$ cat src/rtl/uart_pkg.sv
// Constants shared by the UART receiver and its receive buffer so both sides
// agree on word width and state encodings.
package uart_pkg;

    localparam int unsigned SIZE_DEFAULT = 8;

    typedef enum logic {
        W_IDLE    = 1'b0,
        W_CAPTURE = 1'b1
    } wr_state_e;

    typedef enum logic [1:0] {
        idle      = 2'd0,
        starting  = 2'd1,
        receiving = 2'd2
    } rcv_state_e;

endpackage

$ cat src/rtl/sync_fifo_mem.sv
// DEPTH x SIZE storage with one write port and one registered read port.
// The array itself is not reset; only the read register is.
module sync_fifo_mem #(
    parameter int unsigned SIZE   = 8,
    parameter int unsigned DEPTH  = 16,
    parameter int unsigned ADDR_W = 4
) (
    input  logic              clk,
    input  logic              rst,
    input  logic              we,
    input  logic [ADDR_W-1:0] waddr,
    input  logic [SIZE-1:0]   wdata,
    input  logic              re,
    input  logic [ADDR_W-1:0] raddr,
    output logic [SIZE-1:0]   rdata
);

    logic [SIZE-1:0] mem [DEPTH];

    always_ff @(posedge clk) begin
        if (we) mem[waddr] <= wdata;
    end

    always_ff @(posedge clk or posedge rst) begin
        if (rst)     rdata <= '0;
        else if (re) rdata <= mem[raddr];
    end

endmodule

$ cat src/rtl/uart_rx_fifo.sv
// Receive buffer behind the UART receiver: captures good bytes, keeps sticky
// error status and back-pressures the receiver before the FIFO can overflow.
module uart_rx_fifo
    import uart_pkg::*;
#(
    parameter int unsigned SIZE   = SIZE_DEFAULT,
    parameter int unsigned DEPTH  = 16,
    parameter int unsigned ADDR_W = 4
) (
    input  logic              sample_clock,
    input  logic              reset,
    input  logic [SIZE-1:0]   rcv_data,
    input  logic              rcv_done,
    input  logic              rcv_error1,
    input  logic              rcv_error2,
    output logic              rcv_not_ready,
    input  logic              rd_en,
    output logic [SIZE-1:0]   rd_data,
    output logic              rd_valid,
    output logic              empty,
    output logic              full,
    output logic [ADDR_W:0]   count,
    output logic              overrun_err,
    output logic              frame_err,
    input  logic              clr_err
);

    wr_state_e         state;
    logic [ADDR_W-1:0] wr_ptr;
    logic [ADDR_W-1:0] rd_ptr;
    logic              capture;
    logic              do_read;
    logic              do_write;
    logic              dropped;
    logic              overrun_set;
    logic              frame_set;
    logic [ADDR_W+1:0] pending;

    always_comb begin
        capture     = (state == W_CAPTURE);
        empty       = (count == '0);
        full        = (count == (ADDR_W+1)'(DEPTH));
        do_read     = rd_en && !empty;
        // A read on the same edge frees a slot, so a capture at full still lands.
        do_write    = capture && (!full || do_read);
        dropped     = capture && !do_write;
        overrun_set = (rcv_done && rcv_error1) || dropped;
        frame_set   = rcv_done && rcv_error2;
        // Count the byte in flight so the receiver is stalled before it is lost.
        pending       = {1'b0, count} + (ADDR_W+2)'(capture);
        rcv_not_ready = (pending >= (ADDR_W+2)'(DEPTH));
    end

    always_ff @(posedge sample_clock or posedge reset) begin
        if (reset) begin
            state  <= W_IDLE;
            wr_ptr <= '0;
        end else begin
            case (state)
                W_IDLE:    if (rcv_done && !rcv_error1 && !rcv_error2) state <= W_CAPTURE;
                W_CAPTURE: state <= W_IDLE;
                default:   state <= W_IDLE;
            endcase
            if (do_write) wr_ptr <= wr_ptr + 1'b1;
        end
    end

    always_ff @(posedge sample_clock or posedge reset) begin
        if (reset) begin
            rd_ptr   <= '0;
            rd_valid <= 1'b0;
            count    <= '0;
        end else begin
            rd_valid <= do_read;
            if (do_read) rd_ptr <= rd_ptr + 1'b1;
            unique case ({do_write, do_read})
                2'b10:   count <= count + 1'b1;
                2'b01:   count <= count - 1'b1;
                default: count <= count;
            endcase
        end
    end

    always_ff @(posedge sample_clock or posedge reset) begin
        if (reset) begin
            overrun_err <= 1'b0;
            frame_err   <= 1'b0;
        end else begin
            if (overrun_set)  overrun_err <= 1'b1;
            else if (clr_err) overrun_err <= 1'b0;
            if (frame_set)    frame_err   <= 1'b1;
            else if (clr_err) frame_err   <= 1'b0;
        end
    end

    sync_fifo_mem #(
        .SIZE   (SIZE),
        .DEPTH  (DEPTH),
        .ADDR_W (ADDR_W)
    ) u_mem (
        .clk   (sample_clock),
        .rst   (reset),
        .we    (do_write),
        .waddr (wr_ptr),
        .wdata (rcv_data),
        .re    (do_read),
        .raddr (rd_ptr),
        .rdata (rd_data)
    );

endmodule

$ cat config.mk
export PLATFORM = sky130hd
export DESIGN_NAME = uart_rx_fifo
export DESIGN_NICKNAME = d
export VERILOG_FILES = /design/src/rtl/uart_pkg.sv /design/src/rtl/sync_fifo_mem.sv /design/src/rtl/uart_rx_fifo.sv
export SDC_FILE = /design/constraint.sdc
export NUM_CORES = 1
export LEC_CHECK = 0
export CORE_ASPECT_RATIO = 1.5
export CORE_UTILIZATION = 48
export DETAILED_ROUTE_END_ITERATION = 10
export PLACE_DENSITY = 0.77
export SETUP_SLACK_MARGIN = 0.02
export SYNTH_ARGS = -nofsm -noshare
export SYNTH_HDL_FRONTEND = slang
export SYNTH_SLANG_ARGS = --single-unit
$ cat constraint.sdc
create_clock -name sample_clock -period 5.87 [get_ports sample_clock]
set_input_delay 1.174 -clock sample_clock [delete_from_list [all_inputs] [get_ports sample_clock]]
set_output_delay 1.174 -clock sample_clock [all_outputs]
set_load 0.01 [all_outputs]
==> impl_metrics.py, run 1 <==
metrics = {
    "outcome": {
        "status": "finished, final reports clean",
    },
    "power_and_ir_drop": {
        "ir_drop_mv": 0.1968,
        "pwr-share-clk": 0.317,
        "power_mw": 3.372,
        "p_sw_mw": 0.9575,
        "p_leak_nw": 2.466,
        "seqPwrFrac": 0.437,
        "p_per_area_nw_per_um2": 469.3,
        "p_int_mw": 2.414,
        "combPwrFrac": 0.246,
        "switching_share": 0.2840,
    },
    "clocking": {
        "clock-root-buffer": "clkbuf_16",
        "clk_pin_slew_worst_paths_ns": 0.06,
        "clock_latency_ns": 0.42,
        "cts.hold.buffers_added": 0,
        "cts_tree": "built",
        "cts_sinks": 153,
        "cts_buffer_depth": 2,
        "ctsResizeCount": 0,
        "cts_buffers": 17,
        "cts_max_level": 4,
        "cts_setup_buffers": 0,
    },
    "job": {
        "drv_cap": 0,
    },
    "finish": {
        "fin_cells": 532,
        "nets": 387,
        "drive_gt1_frac": 0.1676,
        "antenna-diode-count": 0,
        "multiInputGateArea_um2": 1564,
        "final_cell_mix": "128 x edfxtp_1, 33 x clkdlybuf4s50_1, 32 x mux4_2",
        "final_common_cell": "edfxtp_1",
        "fin_util": 0.5771,
        "finalInstanceArea_um2": 7184,
        "seq_area_um2": 4471,
        "fillers": 885,
        "area_growth_pct": 17.14,
    },
    "placement": {
        "routabilityCongestion": 0.8184,
        "post-place-cells": 500,
        "place_area_um2": 6601,
        "place_ws_ns": 2.206,
        "port_buffers": 33,
        "dp_hpwl_mm": 7.641,
    },
    "routing": {
        "firstDrtPassIters": 5,
        "num_vias": 3127,
        "totalWireLength_mm": 11.93,
        "vias_per_cell": 5.878,
        "drc_errors": 0,
        "post_drt_wl_per_cell_um": 22.43,
        "ant_nets": 0,
        "drt_iter0_drc": 259,
    },
    "yosys": {
        "synthCells": 324,
        "ys_types": 37,
        "yosysTopAreaCell": "edfxtp_1",
        "ys_seq_area_frac": 0.7287,
        "synth_ff_type": "edfxtp_1",
        "synthesis.area_um2": 6133,
        "async_flop_share": 0.1634,
        "synth_seq_cells": 153,
        "synth_fp_nets": 348,
        "yosys_warnings": 0,
        "synth_area_leaders": "edfxtp_1 63%, mux4_2 12%, dfrtp_1 10%",
        "syn_avg_cell_area_um2": 18.93,
        "yosysTopAreaCellShare": 0.6267,
        "synth_edf_count": 128,
    },
    "timing": {
        "slew_headroom": 0.1881,
        "skew_ns": 0.01011,
        "fin_crit_sh": 0.5696,
        "slew_violations": 0,
        "worst_slack_ns": 2.526,
        "tightestPinTransition_ns": 1.208,
        "rsz0062_at_grt": "no",
        "hold_viol": 0,
        "tns_ns": 0,
        "finalSetupViolCount": 0,
        "holdWs_ns": 0.5011,
        "post-route-min-period_ns": 3.344,
        "max_freq_mhz": 299.1,
    },
    "global_routing": {
        "grt_busiest_layer": "met2",
        "grt_pass1_vias": 3354,
        "overflow": 0,
        "met3_usage": 0.04072,
        "grt_max_degree": 35,
        "grt_pass1_wl_mm": 18.75,
        "use_met2": 0.3398,
        "grtUsageMet1": 0.2387,
        "antenna_found_initial": 0,
        "grt_use_total": 0.2014,
    },
    "setup_path": {
        "crit_required_ns": 4.70,
        "crit_buf_inv": 2,
        "cpPeakStageDelay_ns": 0.58,
        "crit_type": "register to output port",
        "crit_family": "simple AND/OR/NAND/NOR gates",
        "worst_setup_path_end_kind": "output port",
        "crit_path_top_delay_cell": "nor4_1",
        "cp-start-kind": "register",
        "crit_chain": "nor4_1 -> nand2_1 -> inv_1 -> clkdlybuf4s50_1",
        "crit_path_max_fanout": 6,
        "cp.arrival_ns": 2.17,
    },
    "floorplanning": {
        "ios": 34,
        "core_area_um2": 12450,
        "die_h_um": 140.4,
        "fp.dieW_um": 94.30,
        "dieArea_um2": 13240,
        "rows": 50,
        "start_util": 0.4927,
    },
    "hold_path": {
        "min_path_type": "register to register",
    },
}
==> worst register-to-register path: cells and delay by family, from the launching register on <==
family	cells	cell delay [ns]
flops	1	0.44
compound gates	3	0.79
mux	1	0.22
simple gates	2	0.66
fa+ha+maj	1	0.46
==> power by group through the flow <==
stage                     Sequential [mW]  Combinational (mW)  Clock [mW]
after floorplan                      1.38               0.642           0
after global placement               1.49               0.805           0
after detailed placement             1.49               0.826           0
after CTS                            1.48               0.838        1.08
after global routing                 1.49               0.896        1.12
final                                1.47               0.830        1.07
==> cells in the mapped netlist, types with 2 or more instances <==
master    number
a21o_1         2
a21oi_1        3
buf_1          2
buf_2         11
dfrtp_1       25
edfxtp_1     128
ha_1           8
inv_1          7
mux2_1         3
mux2i_1       18
mux4_2        32
nand2_1       21
nand2b_1       5
nand3_1        2
nand4_1        2
nor2_1        14
nor3_1         5
o21ai_0        3
o221ai_1       8
xnor2_1        8
==> cell type report <==
type	instances	share of cell area
clock buffers	23	0.06374
repair buffers	35	0.04807
well taps	156	0.02717
multi-input cells	149	0.2177
clock inverters	9	0.01742
flip-flops and latches	153	0.6223
inverters	7	0.003657
==> cell families after synthesis <==
family | after synthesis | share of synthesized area
xor+xnor | 9 | 0.01285
simple gates | 56 | 0.04345
mux | 53 | 0.1524
flops | 153 | 0.7287
fa+ha+maj | 9 | 0.01958
compound gates | 22 | 0.02672
buf+inv | 22 | 0.01632
==> state kept, by name (all words and copies together), names as in the netlist <==
register and count:
frame_err 1, rd_valid 1, rd_ptr 4, count 5, capture 1, overrun_err 1, u_mem.mem 128, u_mem.rdata 8
wr_ptr 4
==> worst paths after layout <==
path                       cells after the start                       start                          to  slack (ns)
max                                            4        count[2]$_DFFE_PP0P_                        full        2.53
min                                            2  u_mem.rdata[4]$_DFFE_PP0P_  u_mem.rdata[4]$_DFFE_PP0P_        0.50
max reg2reg                                    7        count[2]$_DFFE_PP0P_        count[4]$_DFFE_PP0P_        3.18
min reg2reg                                    2  u_mem.rdata[4]$_DFFE_PP0P_  u_mem.rdata[4]$_DFFE_PP0P_        0.50
max in group asynchronous                      2                       reset       rd_ptr[2]$_DFFE_PP0P_        3.92
min in group asynchronous                      2                       reset  u_mem.rdata[7]$_DFFE_PP0P_        1.30
==> metal layers <==
metal  wire length [um]  share of wire
met1               4486           0.38
met2               6408           0.54
met3                608          0.051
met4                429          0.036
met5                  0              0
Power figures use the tool's default switching activity.
==> inputs of run 2 (changes only) <==
==> constraint.sdc (replaced) <==
create_clock -name sample_clock -period 3.4 [get_ports sample_clock]
set_input_delay 0.68 -clock sample_clock [delete_from_list [all_inputs] [get_ports sample_clock]]
set_output_delay 0.68 -clock sample_clock [all_outputs]
set_load 0.01 [all_outputs]
==> run 2 against run 1 <==
Net effect: core utilization increased by 1.2 points; via count increased by 0.54%; hold slack improved by 0.0058 ns; clock power increased by 70%; register-to-register slack worse by 2.5 ns; largest cell class unchanged; critical path depth did not move.
==> impl_metrics.py, run 2 (same netlist as run 1, synthesis figures left out) <==
metrics = {
    "routing": {
        "num_vias": 3144,
        "post_drt_wl_per_cell_um": 21.46,
        "wl_met2_mm": 6.252,
        "drc_errors": 0,
        "totalWireLength_mm": 11.82,
        "ant_nets": 0,
        "wl_met3_um": 505,
        "met1_length_mm": 4.579,
        "drt_iter0_drc": 231,
        "firstDrtPassIters": 4,
        "vias_per_cell": 5.706,
        "top_layer_used": "met4",
    },
    "finish": {
        "area_growth_pct": 19.50,
        "drive_gt1_frac": 0.2253,
        "reg_top3": "u_mem.mem (128), u_mem.rdata (8), count (5)",
        "largest_register_ffs": 128,
        "multiInputGateArea_um2": 1564,
        "fillers": 880,
        "nets": 406,
        "regMostFlops": "u_mem.mem",
        "final_cell_mix": "128 x edfxtp_1, 33 x clkdlybuf4s50_1, 32 x mux4_2",
        "final_common_cell": "edfxtp_1",
        "seq_area_um2": 4471,
        "antenna-diode-count": 0,
    },
    "setup_path": {
        "crit_required_ns": 2.72,
        "crit_path_max_fanout": 7,
        "cp.arrival_ns": 2.19,
        "crit_type": "register to output port",
        "cp-start-kind": "register",
        "worst_setup_path_end_kind": "output port",
    },
    "floorplanning": {
        "ios": 34,
        "core_area_um2": 12450,
        "die_h_um": 140.4,
        "fp.dieW_um": 94.30,
        "dieArea_um2": 13240,
        "rows": 50,
        "start_util": 0.4927,
    },
    "power_and_ir_drop": {
        "ir_drop_mv": 0.3397,
        "p_int_mw": 4.024,
        "switching_share": 0.3092,
        "p_per_area_nw_per_um2": 794.6,
        "combPwrFrac": 0.264,
        "p_leak_nw": 2.586,
        "seqPwrFrac": 0.424,
        "pwr-share-clk": 0.312,
        "p_sw_mw": 1.801,
    },
    "timing": {
        "slew_headroom": 0.2605,
        "tightestPinTransition_ns": 1.109,
        "hold_viol": 0,
        "tns_ns": 0,
        "slew_violations": 0,
        "post-route-min-period_ns": 2.872,
        "max_freq_mhz": 348.2,
        "worst_slack_ns": 0.5283,
        "skew_ns": 0.01353,
        "fin_crit_sh": 0.8446,
        "rsz0062_at_grt": "no",
        "finalSetupViolCount": 0,
    },
    "clocking": {
        "clk_pin_slew_worst_paths_ns": 0.07,
        "cts_sinks": 153,
        "cts_max_level": 4,
        "cts.hold.buffers_added": 0,
        "cts_buffers": 17,
        "cts_tree": "built",
        "clock-root-buffer": "clkbuf_16",
        "cts_setup_buffers": 0,
        "cts_buffer_depth": 2,
        "clock_latency_ns": 0.43,
        "ctsResizeCount": 0,
    },
    "global_routing": {
        "grt_max_degree": 35,
        "grt_use_total": 0.2003,
        "grt_pass1_wl_mm": 18.49,
        "grt_pass1_vias": 3304,
        "overflow": 0,
        "antenna_found_initial": 0,
    },
    "placement": {
        "dp_hpwl_mm": 7.819,
        "port_buffers": 33,
        "place_ws_ns": 0.3844,
        "routabilityCongestion": 0.7879,
    },
    "outcome": {
        "status": "finished, final reports clean",
    },
    "hold_path": {
        "min_path_type": "register to register",
    },
    "job": {
        "drv_cap": 0,
    },
}
==> run 2: cell types whose count changed in the layout (fill, tap and decap cells not counted) <==
cell        change
buf_4          +18
inv_6           +8
clkbuf_1        -5
inv_8           +5
bufinv_16       -3
clkinvlp_4      -3
clkinv_1        -2
buf_12          +1
clkbuf_8        -1
clkinv_8        +1
==> run 2: area by class of cell <==
class,count,share of cell area
clock buffer,17,0.05804
tap,156,0.02663
timing repair buffer,54,0.06828
clock inverter,15,0.02014
multi-input combinational,149,0.2134
sequential,153,0.6099
inverter,7,0.003585
==> run 2: critical path: stages (launching register included) <==
cell	delay, ns
dfrtp_1	0.48
nor4_1	0.53
nand2_1	0.15
inv_1	0.07
clkdlybuf4s50_1	0.53
==> run 2: power by group through the flow <==
| stage | Sequential [mW] | Clock [mW] | Combinational, mW |
|---|---|---|---|
| floorplan | 2.38 | 0 | 1.11 |
| CTS | 2.47 | 1.84 | 1.56 |
| global route | 2.50 | 1.91 | 1.67 |
| global placement | 2.51 | 0 | 1.51 |
| detailed placement | 2.51 | 0 | 1.54 |
| finish | 2.47 | 1.82 | 1.54 |
==> run 2: path summary, 6_finish.rpt <==
kind	startpoint	endpoint	slack (ns)	cells past startpoint
max	count[0]$_DFFE_PP0P_	full	0.53	4
min	u_mem.rdata[6]$_DFFE_PP0P_	u_mem.rdata[6]$_DFFE_PP0P_	0.51	2
max reg2reg	count[0]$_DFFE_PP0P_	count[4]$_DFFE_PP0P_	0.72	7
min reg2reg	u_mem.rdata[6]$_DFFE_PP0P_	u_mem.rdata[6]$_DFFE_PP0P_	0.51	2
max in group asynchronous	reset	rd_ptr[2]$_DFFE_PP0P_	2.00	2
min in group asynchronous	reset	count[0]$_DFFE_PP0P_	0.76	2
==> run 2: stage by stage <==
step | hold WS (ns) | power, mW | utilization | instance area [um2] | std cells
2_1_floorplan | 0.5042 | 3.485 | - | 6133 | 324
3_3_place_gp | 0.4881 | 4.015 | 0.5427 | 6756 | 519
3_5_place_dp | 0.4898 | 4.052 | 0.5427 | 6756 | 519
4_1_cts | 0.5066 | 5.879 | 0.5887 | 7330 | 551
5_1_grt | 0.5366 | 6.090 | 0.5887 | 7330 | 551
6_report | 0.5068 | 5.824 | 0.5887 | 7330 | 551
==> run 2: layer usage <==
| metal | track usage | up-vias |
|---|---|---|
| met5 | 0 | - |
| met4 | 0.1117 | 0 |
| met3 | 0.04506 | 28 |
| met2 | 0.3257 | 110 |
| met1 | 0.2449 | 1608 |
| li1 | - | 1398 |
==> inputs of run 3 (changes only) <==
==> constraint.sdc (replaced) <==
create_clock -name sample_clock -period 2.9 [get_ports sample_clock]
set_input_delay 0.58 -clock sample_clock [delete_from_list [all_inputs] [get_ports sample_clock]]
set_output_delay 0.58 -clock sample_clock [all_outputs]
set_load 0.01 [all_outputs]
==> run 3 against run 2 <==
Net effect: combinational power up 24%; wire length fell by 0.64%; clock power up 25%; sequential power rose by 13%; highest routed layer unchanged.
==> impl_metrics.py, run 3 (same netlist as run 1, synthesis figures left out) <==
metrics = {
    "setup_path": {
        "cp.arrival_ns": 2.11,
        "crit_type": "register to output port",
        "crit_required_ns": 2.32,
        "cp-start-kind": "register",
        "crit_path_max_fanout": 7,
        "worst_setup_path_end_kind": "output port",
    },
    "clocking": {
        "cts_tree": "built",
        "cts.hold.buffers_added": 0,
        "clk_pin_slew_worst_paths_ns": 0.06,
        "cts_setup_buffers": 0,
        "cts_sinks": 153,
        "cts_buffers": 17,
        "clock_latency_ns": 0.42,
        "cts_buffer_depth": 2,
        "cts_max_level": 4,
        "clock-root-buffer": "clkbuf_16",
        "ctsResizeCount": 0,
    },
    "global_routing": {
        "grt_max_degree": 35,
        "grt_use_total": 0.1998,
        "met3_usage": 0.05646,
        "grt_busiest_layer": "met2",
        "grtUsageMet1": 0.2355,
        "antenna_found_initial": 0,
        "grt_pass1_vias": 3479,
        "overflow": 0,
        "use_met2": 0.3352,
        "grt_pass1_wl_mm": 18.84,
    },
    "placement": {
        "place_area_um2": 6771,
        "place_ws_ns": 0.1042,
        "routabilityCongestion": 0.8392,
        "dp_hpwl_mm": 7.507,
        "port_buffers": 33,
    },
    "timing": {
        "max_freq_mhz": 371.5,
        "fin_crit_sh": 0.9283,
        "skew_ns": 0.01096,
        "worst_slack_ns": 0.2080,
        "finalSetupViolCount": 0,
        "tightestPinTransition_ns": 0.9481,
        "post-route-min-period_ns": 2.692,
        "slew_headroom": 0.3672,
        "hold_viol": 0,
        "rsz0062_at_grt": "no",
        "slew_violations": 0,
        "tns_ns": 0,
    },
    "routing": {
        "ant_nets": 0,
        "drt_iter0_drc": 235,
        "post_drt_wl_per_cell_um": 21.24,
        "vias_per_cell": 5.792,
        "num_vias": 3203,
        "totalWireLength_mm": 11.75,
        "firstDrtPassIters": 5,
        "drc_errors": 0,
    },
    "power_and_ir_drop": {
        "p_leak_nw": 2.610,
        "p_per_area_nw_per_um2": 941.4,
        "ir_drop_mv": 0.4527,
    },
    "floorplanning": {
        "die_h_um": 140.4,
        "start_util": 0.4927,
        "rows": 50,
        "fp.dieW_um": 94.30,
        "ios": 34,
        "core_area_um2": 12450,
        "dieArea_um2": 13240,
    },
    "finish": {
        "finalInstanceArea_um2": 7387,
        "final_cell_mix": "128 x edfxtp_1, 33 x clkdlybuf4s50_1, 32 x mux4_2",
        "nets": 408,
        "reg_top3": "u_mem.mem (128), u_mem.rdata (8), count (5)",
        "final_common_cell": "edfxtp_1",
        "antenna-diode-count": 0,
        "regMostFlops": "u_mem.mem",
        "largest_register_ffs": 128,
        "drive_gt1_frac": 0.2267,
        "area_growth_pct": 20.44,
    },
    "outcome": {
        "status": "finished, final reports clean",
    },
    "job": {
        "drv_cap": 0,
    },
    "hold_path": {
        "min_path_type": "register to register",
    },
}
==> run 3: power by group <==
part	internal, mW	switching (mW)
logic	0.980	0.928
registers	2.58	0.196
clock network	1.38	0.894
==> run 3: path summary, 6_finish.rpt <==
check / start / endpoint / slack (ns) / cells after the start
setup / recovery: count[0]$_DFFE_PP0P_ / full / 0.21 / 5
hold / removal: u_mem.rdata[2]$_DFFE_PP0P_ / u_mem.rdata[2]$_DFFE_PP0P_ / 0.50 / 2
setup reg to reg: count[0]$_DFFE_PP0P_ / count[4]$_DFFE_PP0P_ / 0.42 / 7
hold reg to reg: u_mem.rdata[2]$_DFFE_PP0P_ / u_mem.rdata[2]$_DFFE_PP0P_ / 0.50 / 2
max in group asynchronous: reset / rd_ptr[2]$_DFFE_PP0P_ / 1.57 / 2
min in group asynchronous: reset / wr_ptr[1]$_DFFE_PP0P_ / 0.69 / 2
==> run 3: final cells by class <==
| cell class | instances | area [um2] |
|---|---|---|
| Tap cell | 156 | 195.2 |
| Clock inverter | 15 | 190.2 |
| Timing Repair Buffer | 56 | 515.5 |
| Fill cell | 888 | 5062 |
| Multi-Input combinational cell | 149 | 1564 |
| Clock buffer | 17 | 425.4 |
| Inverter | 7 | 26.28 |
| Sequential cell | 153 | 4471 |
==> run 3: per-stage QoR <==
step                power, mW  utilization  hold WS (ns)  std cells
finish                  6.954       0.5934        0.5038        553
global route            7.273       0.5934        0.5222        553
CTS                     7.020       0.5934        0.5089        553
detailed placement      4.747       0.5439        0.4915        521
global placement        4.679       0.5439        0.4853        521
floorplan               4.086            -        0.5042        324
==> run 3: worst max-delay path, cell delays in order, from the launching register on <==
cell	delay [ns]
dfrtp_1	0.48
nor4_1	0.39
buf_4	0.19
nand2_1	0.06
inv_1	0.06
clkdlybuf4s50_1	0.52
==> run 3: per-layer routing <==
layer,part of all wire,vias to the layer above
li1,-,1408
met1,0.38,1646
met2,0.55,127
met3,0.046,22
met4,0.024,0
met5,0,-
